### src/rtl/cpu_bus_arbiter.sv
// cpu_bus_arbiter: round-robin master-side controller sharing one cpu_if port between requesters
module cpu_bus_arbiter #(
    parameter int NUM_REQ        = 2,
    parameter int TIMEOUT_CYCLES = 16
) (
    input  logic                  clk,
    input  logic                  reset,
    input  logic [NUM_REQ-1:0]    req_valid,
    input  logic [NUM_REQ-1:0]    req_write,
    input  logic [NUM_REQ*30-1:0] req_addr,
    input  logic [NUM_REQ*32-1:0] req_wdata,
    output logic [NUM_REQ-1:0]    req_grant,
    output logic [NUM_REQ-1:0]    req_done,
    output logic [31:0]           req_rdata,
    output logic [1:0]            req_err,
    output logic                  timeout,
    output logic                  read,
    output logic                  write,
    output logic [29:0]           address,
    output logic [31:0]           write_data,
    input  logic [31:0]           read_data,
    input  logic                  access_complete,
    input  logic                  invalid_address,
    input  logic                  invalid_access
);
    localparam int IW = (NUM_REQ > 1) ? $clog2(NUM_REQ) : 1;
    localparam int CW = $clog2(TIMEOUT_CYCLES);

    typedef enum logic [1:0] {IDLE, ACCESS, RESP} state_e;

    state_e               state_q, state_d;
    logic [IW-1:0]        rr_ptr_q, rr_ptr_d;
    logic [IW-1:0]        gidx_q, gidx_d;
    logic [NUM_REQ-1:0]   grant_q, grant_d;
    logic [NUM_REQ-1:0]   done_q, done_d;
    logic [31:0]          rdata_q, rdata_d;
    logic [1:0]           err_q, err_d;
    logic                 timeout_q, timeout_d;
    logic                 read_q, read_d;
    logic                 write_q, write_d;
    logic [29:0]          addr_q, addr_d;
    logic [31:0]          wdata_q, wdata_d;
    logic [CW-1:0]        cnt_q, cnt_d;
    logic                 found;
    logic [IW-1:0]        win;
    logic [IW-1:0]        cand;

    // Round-robin pick: scan downward so the candidate closest above rr_ptr is the last one kept
    always_comb begin
        found = 1'b0;
        win   = '0;
        cand  = '0;
        for (int i = NUM_REQ - 1; i >= 0; i--) begin
            cand = IW'((int'(rr_ptr_q) + i) % NUM_REQ);
            if (req_valid[cand]) begin
                found = 1'b1;
                win   = cand;
            end
        end
    end

    // Next-state and registered-output logic for IDLE -> ACCESS -> RESP
    always_comb begin
        state_d   = state_q;
        rr_ptr_d  = rr_ptr_q;
        gidx_d    = gidx_q;
        grant_d   = grant_q;
        done_d    = '0;
        rdata_d   = rdata_q;
        err_d     = err_q;
        timeout_d = 1'b0;
        read_d    = read_q;
        write_d   = write_q;
        addr_d    = addr_q;
        wdata_d   = wdata_q;
        cnt_d     = cnt_q;
        case (state_q)
            IDLE: begin
                if (found) begin
                    gidx_d       = win;
                    grant_d      = '0;
                    grant_d[win] = 1'b1;
                    read_d       = ~req_write[win];
                    write_d      = req_write[win];
                    addr_d       = req_addr[int'(win)*30 +: 30];
                    wdata_d      = req_wdata[int'(win)*32 +: 32];
                    cnt_d        = '0;
                    state_d      = ACCESS;
                end
            end
            ACCESS: begin
                cnt_d = cnt_q + 1'b1;
                if (access_complete) begin
                    done_d  = grant_q;
                    rdata_d = read_q ? read_data : 32'h0;
                    err_d   = invalid_address ? 2'b01 : invalid_access ? 2'b10 : 2'b00;
                    read_d  = 1'b0;
                    write_d = 1'b0;
                    state_d = RESP;
                end else if (cnt_q == CW'(TIMEOUT_CYCLES - 1)) begin
                    done_d    = grant_q;
                    rdata_d   = 32'h0;
                    err_d     = 2'b11;
                    timeout_d = 1'b1;
                    read_d    = 1'b0;
                    write_d   = 1'b0;
                    state_d   = RESP;
                end
            end
            RESP: begin
                grant_d  = '0;
                rdata_d  = 32'h0;
                err_d    = 2'b00;
                rr_ptr_d = (gidx_q == IW'(NUM_REQ - 1)) ? '0 : gidx_q + 1'b1;
                state_d  = IDLE;
            end
            default: state_d = IDLE;
        endcase
    end

    // State register with asynchronous active-low reset that abandons any access
    always_ff @(posedge clk or negedge reset) begin
        if (!reset) begin
            state_q   <= IDLE;
            rr_ptr_q  <= '0;
            gidx_q    <= '0;
            grant_q   <= '0;
            done_q    <= '0;
            rdata_q   <= '0;
            err_q     <= '0;
            timeout_q <= 1'b0;
            read_q    <= 1'b0;
            write_q   <= 1'b0;
            addr_q    <= '0;
            wdata_q   <= '0;
            cnt_q     <= '0;
        end else begin
            state_q   <= state_d;
            rr_ptr_q  <= rr_ptr_d;
            gidx_q    <= gidx_d;
            grant_q   <= grant_d;
            done_q    <= done_d;
            rdata_q   <= rdata_d;
            err_q     <= err_d;
            timeout_q <= timeout_d;
            read_q    <= read_d;
            write_q   <= write_d;
            addr_q    <= addr_d;
            wdata_q   <= wdata_d;
            cnt_q     <= cnt_d;
        end
    end

    assign req_grant  = grant_q;
    assign req_done   = done_q;
    assign req_rdata  = rdata_q;
    assign req_err    = err_q;
    assign timeout    = timeout_q;
    assign read       = read_q;
    assign write      = write_q;
    assign address    = addr_q;
    assign write_data = wdata_q;
endmodule
### config.mk
export PLATFORM = sky130hd
export DESIGN_NAME = cpu_bus_arbiter
export DESIGN_NICKNAME = d
export VERILOG_FILES = /design/src/rtl/cpu_bus_arbiter.sv
export SDC_FILE = /design/constraint.sdc
export NUM_CORES = 1
export LEC_CHECK = 0
export ABC_AREA = 1
export CORE_MARGIN = 4
export CORE_UTILIZATION = 43
export DETAILED_ROUTE_END_ITERATION = 10
export GPL_TIMING_DRIVEN = 0
export PLACE_DENSITY_LB_ADDON = 0.1
export SETUP_SLACK_MARGIN = 0.02
export SYNTH_ARGS = -nofsm -noshare
export SYNTH_HDL_FRONTEND = slang
export SYNTH_SLANG_ARGS = --single-unit
### constraint.sdc
create_clock -name clk -period 2.2 [get_ports clk]
set_clock_uncertainty 0.05 [all_clocks]
set_input_delay 0.22 -clock clk [delete_from_list [all_inputs] [get_ports clk]]
set_output_delay 0.22 -clock clk [all_outputs]
set_load 0.1 [all_outputs]
==> metrics.md, run 1 <==
| Metric | Value |
|---|---|
| Synthesis-to-finish area growth | `63.97%` |
| Router iterations before antenna repair | `5` |
| Synthesized area | `0.005025 mm²` |
| Slew HR | `0.3113` |
| Fin nets | `1023` |
| Antenna violations before repair | `0` |
| Fmax | `0.4622 GHz` |
| Worst Hold Class | `primary input to flip-flop` |
| Endpoints failing setup | `0` |
| CTS Buf Count | `9` |
| Share of cells above drive strength 1 | `0.06039` |
| Vias | `5485` |
| Critical Setup Path Class | `flip-flop to output port` |
| Post-synthesis cell type count | `21` |
| Post-synthesis adder-cell area fraction | `0.002490` |
| 1st-iter DRT viols | `476` |
| Clk buf depth | `2` |
| Worst Setup End Kind | `output port` |
| Fin. max-slew vios | `0` |
| H-tree Lvls | `3` |
| Worst hold slack | `0.3534 ns` |
| Total grt overflow | `0` |
| Synth Area in Compound Gates | `0.01121` |
| Initial Utilization | `0.4401` |
| Largest net degree at the start of global routing | `60` |
| I/O pins | `268` |
| CP Max Fanout | `2` |
| Die width | `116.1 µm` |
| Element type at the critical path start | `flip-flop` |
| Final Hold Viols | `0` |
| Max incr delay on CP | `1.15 ns` |
| Syn avg cell area | `8.709 µm²` |
| Main combinational cell family by area after synthesis | `simple AND/OR/NAND/NOR gates` |
| Core Rows | `39` |
| Seq/Total Area, Yosys | `0.5528` |
| Post-route DRC | `0` |
| Critical Path RT | `1.93 ns` |
| DRT Wirelength | `18470 µm` |
| Avg WL per Cell | `18.40 µm` |
| Cell chain of the critical path | `clkdlybuf4s50_1` |
| N_diodes | `0` |
| Cells after Synth | `577` |
| WP buf/inv | `1` |
| Max-cap violations | `0` |
| Routed Antenna Nets | `0` |
| XOR/XNOR Fraction of Synth Area | `0.001743` |
| Status | `finished clean` |
| Final RePlAce weighted congestion | `0.8849` |
| Port-buffer cells | `267` |
| Yosys warns | `0` |
| Global-route wire length before repair | `28410 µm` |
| Crit-path leading delay family | `buffers and inverters` |
| Via-to-Cell Ratio | `5.463` |
| Root buf cell | `clkbuf_16` |
| Clock insertion delay at the later pin of the skew report | `0.35 ns` |
| Dpl hpwl | `13760 µm` |
| Slowest cell on the critical path | `clkdlybuf4s50_1` |
| Fill count | `912` |
| Vias in the first global route | `5605` |
| Die height | `116.1 µm` |
| CTS tree | `done` |
| Simple-gate portion of the synthesized area | `0.3708` |
| Multiplexer area fraction after synthesis | `0` |
| DIE AREA | `0.01348 mm²` |
| Post-synth net total | `743` |
| Unrepaired setup endpoints after global routing | `false` |
| Core Region | `0.01142 mm²` |
| Tot GR Track Use | `0.2681` |
| Final period utilization | `0.9833` |
| Period minus WS final | `2.163 ns` |
| Worst-path clk slew | `0.07 ns` |
| Worst-margin pin slew | `1.031 ns` |
| Sink Count | `111` |
| Arr. time, crit path | `1.89 ns` |
| Synth Register Bits | `111` |
## sequential cells by signal, summed over array words and instances (netlist names)
name / cells
rr_ptr_q: 1
req_done: 2
req_err: 2
address: 30
gidx_q: 1
write: 1
read: 1
state_q: 2
req_rdata: 32
req_grant: 2
timeout: 1
write_data: 32
cnt_q: 4
## worst paths after layout
kind                                 from  cells after the start  slack, ns        endpoint
min in group asynchronous           reset                      2       0.44  write_data[17]
max in group asynchronous           reset                      3       0.93     address[25]
hold / removal              read_data[16]                      3       0.35   req_rdata[16]
setup reg to reg                 cnt_q[0]                      7       0.50    req_rdata[6]
hold reg to reg                    gidx_q                      2       0.43          gidx_q
setup / recovery           write_data[18]                      1       0.04  write_data[18]
## logic make-up after synthesis
group                    Yosys count
AO/OA/AOI/OAI                     10
XOR/XNOR                           1
adder cells (fa/ha/maj)            1
buffers and inverters             63
flip-flops                       111
AND/OR/NAND/NOR                  391
## final cells by class
| type | count | area [µm²] | area share |
|---|---|---|---|
| flip-flops and latches | 111 | 2778 | 0.3371 |
| repair buffers | 269 | 2745 | 0.3332 |
| multi-input cells | 403 | 1941 | 0.2355 |
| plain buffers | 51 | 261.5 | 0.03174 |
| clock buffers | 12 | 246.5 | 0.02992 |
| well taps | 143 | 178.9 | 0.02172 |
| inverters | 12 | 45.04 | 0.005467 |
| clock inverters | 3 | 43.79 | 0.005315 |
## metal layers
metal,track usage,wire [µm],part of all wire
met1,0.3496,7257,0.39
met2,0.4365,8914,0.48
met5,0,0,0
met3,0.06010,1737,0.094
met4,0.1083,561,0.030
## Yosys cell counts (all sizes together)
| master | number | share of area |
|---|---|---|
| xnor2 | 1 | 0.0017 |
| nand4 | 63 | 0.078 |
| o211ai | 1 | 0.0015 |
| nand3 | 171 | 0.17 |
| buf | 38 | 0.042 |
| dfrtp | 111 | 0.55 |
| ha | 1 | 0.0025 |
| nand2 | 148 | 0.11 |
| clkbuf | 13 | 0.0097 |
| nor3 | 1 | 0.0010 |
| nor2 | 8 | 0.010 |
| o21ai | 8 | 0.0087 |
| inv | 12 | 0.0090 |
| a21oi | 1 | 0.0010 |
## cells in the final DEF (no fill, tap or decap)
master / Yosys / final
a21oi_1: 1 / 1
buf_1: 7 / 7
buf_16: 0 / 1
buf_2: 20 / 20
buf_4: 10 / 11
buf_6: 1 / 1
bufinv_16: 0 / 1
clkbuf_1: 13 / 15
clkbuf_16: 0 / 9
clkbuf_8: 0 / 1
clkdlybuf4s50_1: 0 / 248
clkinv_2: 0 / 1
clkinv_4: 0 / 1
dfrtp_1: 111 / 111
dlygate4sd2_1: 0 / 2
dlygate4sd3_1: 0 / 1
dlymetal6s2s_1: 0 / 16
ha_1: 1 / 1
inv_1: 10 / 10
inv_2: 2 / 2
nand2_1: 148 / 148
nand3_1: 171 / 171
nand4_1: 63 / 63
nor2_1: 5 / 5
nor2_4: 3 / 3
nor3_1: 1 / 1
o211ai_1: 1 / 1
o21ai_0: 6 / 6
o21ai_1: 1 / 1
o21ai_2: 1 / 1
xnor2_1: 1 / 1
## stage by stage
step	utilization	cells	instance area (µm²)	setup TNS (ns)	worst slack [ns]
global route	0.7216	1004	8239	0	0.02007
CTS	0.7181	1004	8199	0	0.02650
finish	0.7216	1004	8239	0	0.03665
detailed placement	0.6920	988	7901	0	0.2566
floorplan	-	577	5025	0	0.5296
global placement	0.6898	987	7876	-379.53	-3.429
## timing repair
action | CTS | global route
hold buffers | 1 | 0
endpoints found under the setup margin | 2 | 16
endpoints found under the hold margin | 58 | 0
resized for setup | 2 | 16
setup buffers | 0 | 0
Power of run 1 is not shown: default switching activity piles up to over one toggle a cycle in this logic, so the estimate is an artifact.
==> run 2, diff against run 1 <==
CTS_CLUSTER_SIZE = 14   (was default)
GPL_TIMING_DRIVEN = default   (was 0)
==> run 2 against run 1 <==
Effect of this change:
- via count decreased by 3.5%
- maximum frequency increased by 25%
- global-route usage decreased by 1.6 points
- register-to-register slack got worse by 0.03 ns
- highest routed layer unchanged
==> metrics.md, run 2 (synthesized netlist as in run 1, its figures left out) <==
| Metric | Value |
|---|---|
| Root buf cell | `clkbuf_16` |
| CTS Buf Count | `9 (unchanged)` |
| Post-route DRC | `0 (unchanged)` |
| Endpoints failing setup | `0 (unchanged)` |
| Status | `finished clean` |
| Synthesis-to-finish area growth | `56.00%` |
| Final Hold Viols | `0 (unchanged)` |
| Most common cell after layout, fill and taps aside | `nand3_1` |
| Dpl hpwl | `12440 µm (-9.6%)` |
| Initial Utilization | `0.4401 (unchanged)` |
| Arr. time, crit path | `1.95 ns (+0.06 ns)` |
| WP buf/inv | `1 (unchanged)` |
| Total negative slack | `0 ns (unchanged)` |
| Max-cap violations | `0 (unchanged)` |
| Largest net degree at the start of global routing | `66 (+10%)` |
| Sink Count | `111 (unchanged)` |
| Fmax | `0.5795 GHz (+25%)` |
| Cell chain of the critical path | `nor2_4 -> buf_4 -> nand4_1 -> nand3_1` |
| Tot GR Track Use | `0.2525 (-0.01557)` |
| Via-to-Cell Ratio | `5.460 (about the same)` |
| CP startpoint | `state_q[1]` |
| Core Rows | `39 (unchanged)` |
| CTS tree | `done` |
| Die width | `116.1 µm (unchanged)` |
| Global-route wire length before repair | `26790 µm (-5.7%)` |
| Slew HR | `0.5462 (+0.2349)` |
| DRT Wirelength | `17380 µm (-5.9%)` |
| Critical Setup Path Class | `flip-flop to flip-flop` |
| Worst-path clk slew | `0.07 ns (about the same)` |
| Element type at the critical path start | `flip-flop` |
| Worst Hold Class | `primary input to async pin` |
| Final period utilization | `0.7843 (-0.1990)` |
| Number of post-CTS setup repair buffers | `0 (unchanged)` |
| Most frequent cells in the layout | `nand3_1, clkdlybuf4s50_1, nand2_1` |
| Met2 Use GR | `0.4054 (-0.03107)` |
| Total grt overflow | `0 (unchanged)` |
| Fin. max-slew vios | `0 (unchanged)` |
| Met3 Use GR | `0.05233 (-0.007772)` |
| Crit-path leading delay family | `simple AND/OR/NAND/NOR gates` |
| R2R Path Start | `state_q[1]` |
| Clock insertion delay at the later pin of the skew report | `0.34 ns (about the same)` |
| Post-CTS sizing | `0 (-2)` |
| CP Max Fanout | `36 (+34)` |
| I/O pins | `268 (unchanged)` |
| Unrepaired setup endpoints after global routing | `false` |
| N_diodes | `0 (unchanged)` |
| DIE AREA | `0.01348 mm² (unchanged)` |
| M1 GR Usage | `0.3347 (-0.01487)` |
| Port-buffer cells | `267 (unchanged)` |
| Router iterations before antenna repair | `5 (unchanged)` |
| Share of cells above drive strength 1 | `0.1768 (+0.1164)` |
| Antenna violations before repair | `0 (unchanged)` |
| Core Region | `0.01142 mm² (unchanged)` |
| Worst-margin pin slew | `0.6807 ns (-0.3507 ns)` |
| Max incr delay on CP | `0.45 ns (-0.70 ns)` |
| Vias | `5291 (-3.5%)` |
| Vias in the first global route | `5152 (-8.1%)` |
| Hold Buf Count CTS | `1 (unchanged)` |
| Fin nets | `988 (-3.4%)` |
| Gr busiest metal | `met2` |
| Critical Path RT | `2.42 ns (+0.49 ns)` |
| Clk buf depth | `2 (unchanged)` |
| Routed Antenna Nets | `0 (unchanged)` |
| Slowest cell on the critical path | `dfrtp_1` |
| Worst Setup End Kind | `flip-flop` |
| Final RePlAce weighted congestion | `0.8921 (+0.81%)` |
| 1st-iter DRT viols | `612 (+29%)` |
| H-tree Lvls | `3 (unchanged)` |
| Avg WL per Cell | `17.94 µm (-2.5%)` |
| Die height | `116.1 µm (unchanged)` |
| Period minus WS final | `1.726 ns (-0.4378 ns)` |
run 2: cell type report:
class | instances | area [µm²]
Clock inverter | 2 | 13.76
Timing Repair Buffer | 285 | 2582
Inverter | 12 | 45.04
Sequential cell | 111 | 2778
Fill cell | 915 | 3580
Clock buffer | 13 | 280.3
Tap cell | 143 | 178.9
Multi-Input combinational cell | 403 | 1961
run 2: path summary, 6_finish.rpt:
kind                                 end  slack (ns)  cells past startpoint
setup / recovery             address[26]        0.47                      4
hold / removal              req_rdata[1]        0.29                      2
setup reg to reg             address[26]        0.47                      4
hold reg to reg                 rr_ptr_q        0.44                      1
max in group asynchronous  req_rdata[12]        1.00                      3
min in group clk            req_rdata[7]        0.37                      3
run 2: layer usage:
metal / vias up / share of wire
li1: 2482 / -
met1: 2489 / 0.39
met2: 276 / 0.49
met3: 44 / 0.092
met4: 0 / 0.034
met5: - / 0
run 2: per-stage QoR:
stage	hold slack [ns]	util	setup WS (ns)	instances	instance area, µm²
after detailed placement	0.1177	0.6599	0.3343	953	7535
after floorplan	-0.1256	-	0.5296	577	5025
final	0.2888	0.6865	0.4745	969	7839
after global routing	0.3222	0.6865	0.3484	969	7839
after global placement	0.1120	0.6599	0.3354	953	7535
after CTS	0.3035	0.6865	0.4905	969	7839
Power of run 2 is left out for the same reason.
==> run 3, diff against run 2 <==
CORE_UTILIZATION = 36   (was 43)
clock period = 1.45 ns   (was 2.2 ns; I/O delays follow)
==> run 3 against run 2 <==
Effect of this change:
- the run now ends with setup timing left
- die area rose by 18%
- first-iteration DRC count fell by 50%
- non-clock buffer count rose by 26
- maximum frequency rose by 17%
- sequential share of layout area fell by 7.2 points
- design area rose by 26%
- routed wire length rose by 18%
- critical path depth rose by 3
- global-route usage fell by 1.6 points
==> metrics.md, run 3 (synthesized netlist as in run 1, its figures left out) <==
| Metric | Value |
|---|---|
| DP Area | `0.009029 mm² (+20%)` |
| Slowest cell on the critical path | `dfrtp_1` |
| Share of cells above drive strength 1 | `0.2474 (+0.07061)` |
| Max-cap violations | `0 (unchanged)` |
| Clk buf depth | `2 (unchanged)` |
| Worst-margin pin slew | `0.5846 ns (-0.09609 ns)` |
| 1st-iter DRT viols | `303 (-50%)` |
| Worst R2R End | `req_rdata[28]` |
| Most common cell after layout, fill and taps aside | `clkdlybuf4s50_1` |
| Critical Setup Path Class | `flip-flop to flip-flop` |
| Post-route DRC | `0 (unchanged)` |
| Arr. time, crit path | `1.71 ns (-0.24 ns)` |
| Routed Antenna Nets | `0 (unchanged)` |
| Cell chain of the critical path | `inv_2 -> nor2_4 -> inv_4 -> nor2_4 -> clkbuf_16 -> nand2_1 -> nand2_1` |
| CP Max Fanout | `16 (-56%)` |
| Fin. max-slew vios | `0 (unchanged)` |
| Global-route wire length before repair | `30350 µm (+13%)` |
| Vias | `5586 (+5.6%)` |
| Most frequent cells in the layout | `clkdlybuf4s50_1, nand3_1, nand2_1` |
| Placed cell count | `996 (+4.5%)` |
| Fin nets | `1014 (+2.6%)` |
| Total negative slack | `-0.3606 ns (-0.3606 ns)` |
| Critical Path RT | `1.68 ns (-0.74 ns)` |
| Antenna violations before repair | `0 (unchanged)` |
| Port-buffer cells | `267 (unchanged)` |
| Reg2Reg Setup Slack | `-0.03 ns (-0.51 ns)` |
| Worst Hold Class | `primary input to async pin` |
| Worst Setup End Kind | `flip-flop` |
| Final Hold Viols | `0 (unchanged)` |
| Worst reg-to-reg path cell count | `7 (+3)` |
| CTS tree | `done` |
| Router iterations before antenna repair | `5 (unchanged)` |
| CTS Buf Count | `9 (unchanged)` |
| DIE AREA | `0.01591 mm² (+18%)` |
| Failing checks | `setup timing` |
| Fmax | `0.6753 GHz (+17%)` |
| CP startpoint | `state_q[0]` |
| Max incr delay on CP | `0.43 ns (-0.02 ns)` |
| Sink Count | `111 (unchanged)` |
| Final RePlAce weighted congestion | `0.8266 (-7.3%)` |
| Fin area | `0.009853 mm² (+26%)` |
| N_diodes | `0 (unchanged)` |
| Slew HR | `0.6103 (+0.06406)` |
| Element type at the critical path start | `flip-flop` |
| Total grt overflow | `0 (unchanged)` |
| Initial Utilization | `0.3735 (-0.06655)` |
| Unrepaired setup endpoints after global routing | `true` |
| Dpl hpwl | `14120 µm (+14%)` |
| Avg WL per Cell | `19.96 µm (+11%)` |
| Worst setup margin | `-0.03090 ns (-0.5054 ns)` |
| Final period utilization | `1.021 (+0.2370)` |
| Core Rows | `42 (+7.7%)` |
| Endpoints failing setup | `21 (+21)` |
| R2R Path Start | `state_q[0]` |
| Dpl ws | `-0.1773 ns (-0.5115 ns)` |
| Die height | `126.1 µm (+8.7%)` |
| Via-to-Cell Ratio | `5.429 (-0.58%)` |
| Die width | `126.1 µm (+8.7%)` |
| Vias in the first global route | `5775 (+12%)` |
| DRT Wirelength | `20540 µm (+18%)` |
| I/O pins | `268 (unchanged)` |
| Synthesis-to-finish area growth | `96.09%` |
| Clock insertion delay at the later pin of the skew report | `0.35 ns (about the same)` |
| H-tree Lvls | `3 (unchanged)` |
| Period minus WS final | `1.481 ns (-0.2446 ns)` |
| Tot GR Track Use | `0.2368 (-0.01573)` |
| Worst setup path endpoint | `req_rdata[28]` |
| Post-route insts no fill | `1029 (+6.2%)` |
| Core Region | `0.01345 mm² (+18%)` |
| Worst-path clk slew | `0.07 ns (about the same)` |
| Status | `finished with violations` |
| Root buf cell | `clkbuf_16` |
| Largest net degree at the start of global routing | `53 (-20%)` |
run 3: cell types whose count changed in the layout (fill, tap and decap cells not counted), sizes merged:
cell,before,now
buf,122,141
clkbuf,13,19
bufinv,0,2
run 3: timing repair:
| action | CTS | global route |
|---|---|---|
| hold buffers | 1 | 0 |
| buffers inserted | 3 | 4 |
| resized for setup | 7 | 45 |
| pin swaps | 3 | 19 |
| hold endpoints to repair | 66 | 0 |
| endpoints found under the setup margin | 32 | 68 |
| gates cloned | 2 | 7 |
run 3: worst min path at each step:
stage	end	cells past startpoint
detailed placement	req_rdata[0]	1
global route	write_data[21]	2
global placement	req_rdata[0]	1
finish	write_data[21]	2
floorplan	address[0]	0
CTS	write_data[21]	2
run 3: area by class of cell:
class / count / area (µm²)
Timing Repair Buffer: 311 / 4357
Fill cell: 972 / 3600
Clock buffer: 12 / 236.5
Inverter: 12 / 47.55
Tap cell: 176 / 220.2
Clock inverter: 4 / 70.07
Sequential cell: 111 / 2780
Multi-Input combinational cell: 403 / 2142
run 3: metal layers:
metal | vias up | share of wire | GRT usage
met5 | - | 0 | 0
li1 | 2545 | - | -
met3 | 47 | 0.075 | 0.06647
met4 | 0 | 0.037 | 0.1009
met2 | 251 | 0.50 | 0.4016
met1 | 2743 | 0.39 | 0.2821
run 3: metrics by stage:
stage,hold WS [ns],util
after floorplan,-0.2006,-
after detailed placement,0.03252,0.6711
after CTS,0.2138,0.7017
after global placement,0.03716,0.6711
after global routing,0.2248,0.7324
final,0.2079,0.7324
run 3: critical path: cells and delay by family (launching register included):
kind | cells | cell delay (ns)
buffers and inverters | 3 | 0.37
flip-flops | 1 | 0.43
AND/OR/NAND/NOR | 4 | 0.54
Power of run 3 is left out for the same reason.
==> RTL edit: new RTL, settings of run 1 <==
Re-encode `state_e` (3 states) as one-hot, 3 bits wide.
--- a/src/rtl/cpu_bus_arbiter.sv
+++ b/src/rtl/cpu_bus_arbiter.sv
@@ -26,7 +26,7 @@
     localparam int IW = (NUM_REQ > 1) ? $clog2(NUM_REQ) : 1;
     localparam int CW = $clog2(TIMEOUT_CYCLES);
 
-    typedef enum logic [1:0] {IDLE, ACCESS, RESP} state_e;
+    typedef enum logic [2:0] {IDLE = 3'b001, ACCESS = 3'b010, RESP = 3'b100} state_e;
 
     state_e               state_q, state_d;
     logic [IW-1:0]        rr_ptr_q, rr_ptr_d;
Function: same outputs for any inputs over 4 cycles, from zero or initial values and one cycle with reset low; so few cycles prove little.
==> RTL edit against run 1 <==
  * Routed wire length fell by 11%
  * Non-clock buffer count fell by 13
  * Worst setup slack improved by 0.0064 ns
  * Final area rose by 2.2%
  * Sequential share of layout area fell by 0.43 points
  * Synthesized area rose by 3.4%
  * Sequential cell count rose by 1
  * Count of clock-buffer cells in the layout fell by 3
  * Fmax rose by 0.30%
  * Largest cell class unchanged
==> RTL edit: results (changes against run 1) <==
The final instance area was 0.00842 sq mm (+2.2%). The maximum cell stage delay along the critical path works out to 1.17 ns (+0.02 ns). The path class of the tightest hold or removal check is in -> reg.

The met1 layer wirelength in the final routing is 6.37 mm (-12%). Number of distinct library cell variants in the gate-level netlist after synthesis: 20 (-4.8%). The data arrival time of the critical path was 1.89 ns (about the same).

For the H-tree depth reported by CTS, the log shows 3 (unchanged). Startpoint of the worst register-to-register path: cnt_q[0]$_DFFE_PN0P_. For the maximum number of pins on one net before global-route repair, the log shows 62 (+3.3%).

Average instance area after synthesis: 7.52 sq um (-14%). The flow ran to the end, and the final reports show no timing, DRC or antenna violations. The sequential share of the synthesized area is 0.539 (-0.0133).

The detail-routed via count per cell is 4.82 (-12%), and the placed instance area is 0.00807 sq mm (+2.2%). The met3 routed wirelength was 1.19 mm (-31%); the headroom to the max-slew limit was 0.308 (-0.00342). The clock network consumes a total of 1600 uW. Across the VDD grid, the largest voltage drop is 1.20 mV.

For the number of antenna diodes, the log shows 0 (unchanged). For the global-route total usage across every layer, the log shows 0.239 (-0.0288). The commonest cells after synthesis are 400 x sky130_fd_sc_hd__nand2_1, 111 x sky130_fd_sc_hd__dfrtp_1, 43 x sky130_fd_sc_hd__inv_1, 42 x sky130_fd_sc_hd__nand3_1, 30 x sky130_fd_sc_hd__o21ai_1. The wire length per cell after detailed routing came out at 14.8 um (-20%). The clock power share is 0.110. The run gives 27.3 mm (-4.0%) as the first-pass GRT wire length. The run gives 1,102 (+12%) as the number of cells in the design after placement. The tools report the post-detailed-route count of antenna-violating nets as 0 (unchanged).

The critical path starts at address[13]$_DFFE_PN0P_. The synthesized netlist net count was 857 (+15%); the number of global-route vias before repair was 5,526 (-1.4%). The logs give 934 (+2.4%) for the count of filler cells inserted in the layout and 0.823 (-6.9%) for the final estimated routing congestion in global placement. The proportion of layout cells with a drive suffix above 1 is 0.0584 (-0.00199), and the number of detailed-routing iterations run before antenna repair is 4 (-1).

Number of vias in the routed layout: 5,388 (-1.8%). In this run the most critical hold path is launched from read_data[1]. The root cell of the clock tree was sky130_fd_sc_hd__clkbuf_16. The largest fanout on the critical path was 2 (unchanged); the DRC violations left was 0 (unchanged).

DRC marker count from the first detailed-route iteration: 285 (-40%). The post-placement setup slack was 0.313 ns (+0.0559 ns); the worst hold slack across all endpoints was 0.347 ns (-0.00640 ns). The slowest stage of the critical path is the sky130_fd_sc_hd__clkdlybuf4s50_1 cell. The top cell family by delay on the critical path was buffers and inverters. The tools report the CTS buffer count as 9 (unchanged). The tools report the upper clock frequency limit as 0.464 GHz (+0.30%). The tools report the HPWL after detailed placement as 13.0 mm (-5.7%).

Yosys attributes the largest share of cell area to sky130_fd_sc_hd__dfrtp_1 53%, sky130_fd_sc_hd__nand2_1 29%, sky130_fd_sc_hd__nand3_1 4.0%. The analysis attributes to cell leakage a power of 0.00464 uW. The power in combinational cells was 9710 uW. Routed wire length on met2: 8.71 mm (-2.3%).

The worst register-to-register path has a setup slack of 0.51 ns.
==> RTL edit: cell types whose count changed after synthesis, moves of 6 or more <==
| cell | delta |
|---|---|
| sky130_fd_sc_hd__o21ai_1 | +29 |
| sky130_fd_sc_hd__buf_1 | -7 |
| sky130_fd_sc_hd__nand2_1 | +252 |
| sky130_fd_sc_hd__nand3_1 | -129 |
| sky130_fd_sc_hd__nand4_1 | -63 |
| sky130_fd_sc_hd__clkbuf_1 | -6 |
| sky130_fd_sc_hd__buf_4 | -10 |
| sky130_fd_sc_hd__inv_1 | +33 |
==> RTL edit: worst paths after layout <==
path	endpoint	cells past startpoint
worst max-delay path	address[13]	1
worst min-delay path	req_rdata[1]$_DFFE_PN0P_	3
worst max register to register	req_rdata[15]$_DFFE_PN0P_	8
worst min register to register	rr_ptr_q$_DFFE_PN0P_	1
max in group asynchronous	write_data[9]$_DFFE_PN0P_	3
min in group asynchronous	address[14]$_DFFE_PN0P_	2
==> RTL edit: cell families after synthesis <==
kind of cell	synth area share
adder cells (fa/ha/maj)	0.00241
flip-flops	0.539
AND/OR/NAND/NOR	0.341
AO/OA/AOI/OAI	0.0419
buffers and inverters	0.0753
==> RTL edit: timing repair <==
item,CTS,global route
endpoints found under the hold margin,50,0
resized for setup,5,24
pin swaps,0,0
setup endpoints to repair,5,24
hold buffers,1,0
==> RTL edit: final cells by class <==
cell class | count | area share
Sequential cell | 112 | 0.333
Clock buffer | 9 | 0.0267
Clock inverter | 7 | 0.00728
Buffer | 38 | 0.0260
Multi-Input combinational cell | 495 | 0.238
Timing Repair Buffer | 269 | 0.328
Tap cell | 143 | 0.0212
Inverter | 46 | 0.0205
==> RTL edit: metal layers <==
layer	GRT usage	vias to the layer above
li1	-	2660
met1	0.270	2533
met2	0.437	174
met3	0.0721	21
met4	0.0652	0
met5	0	-
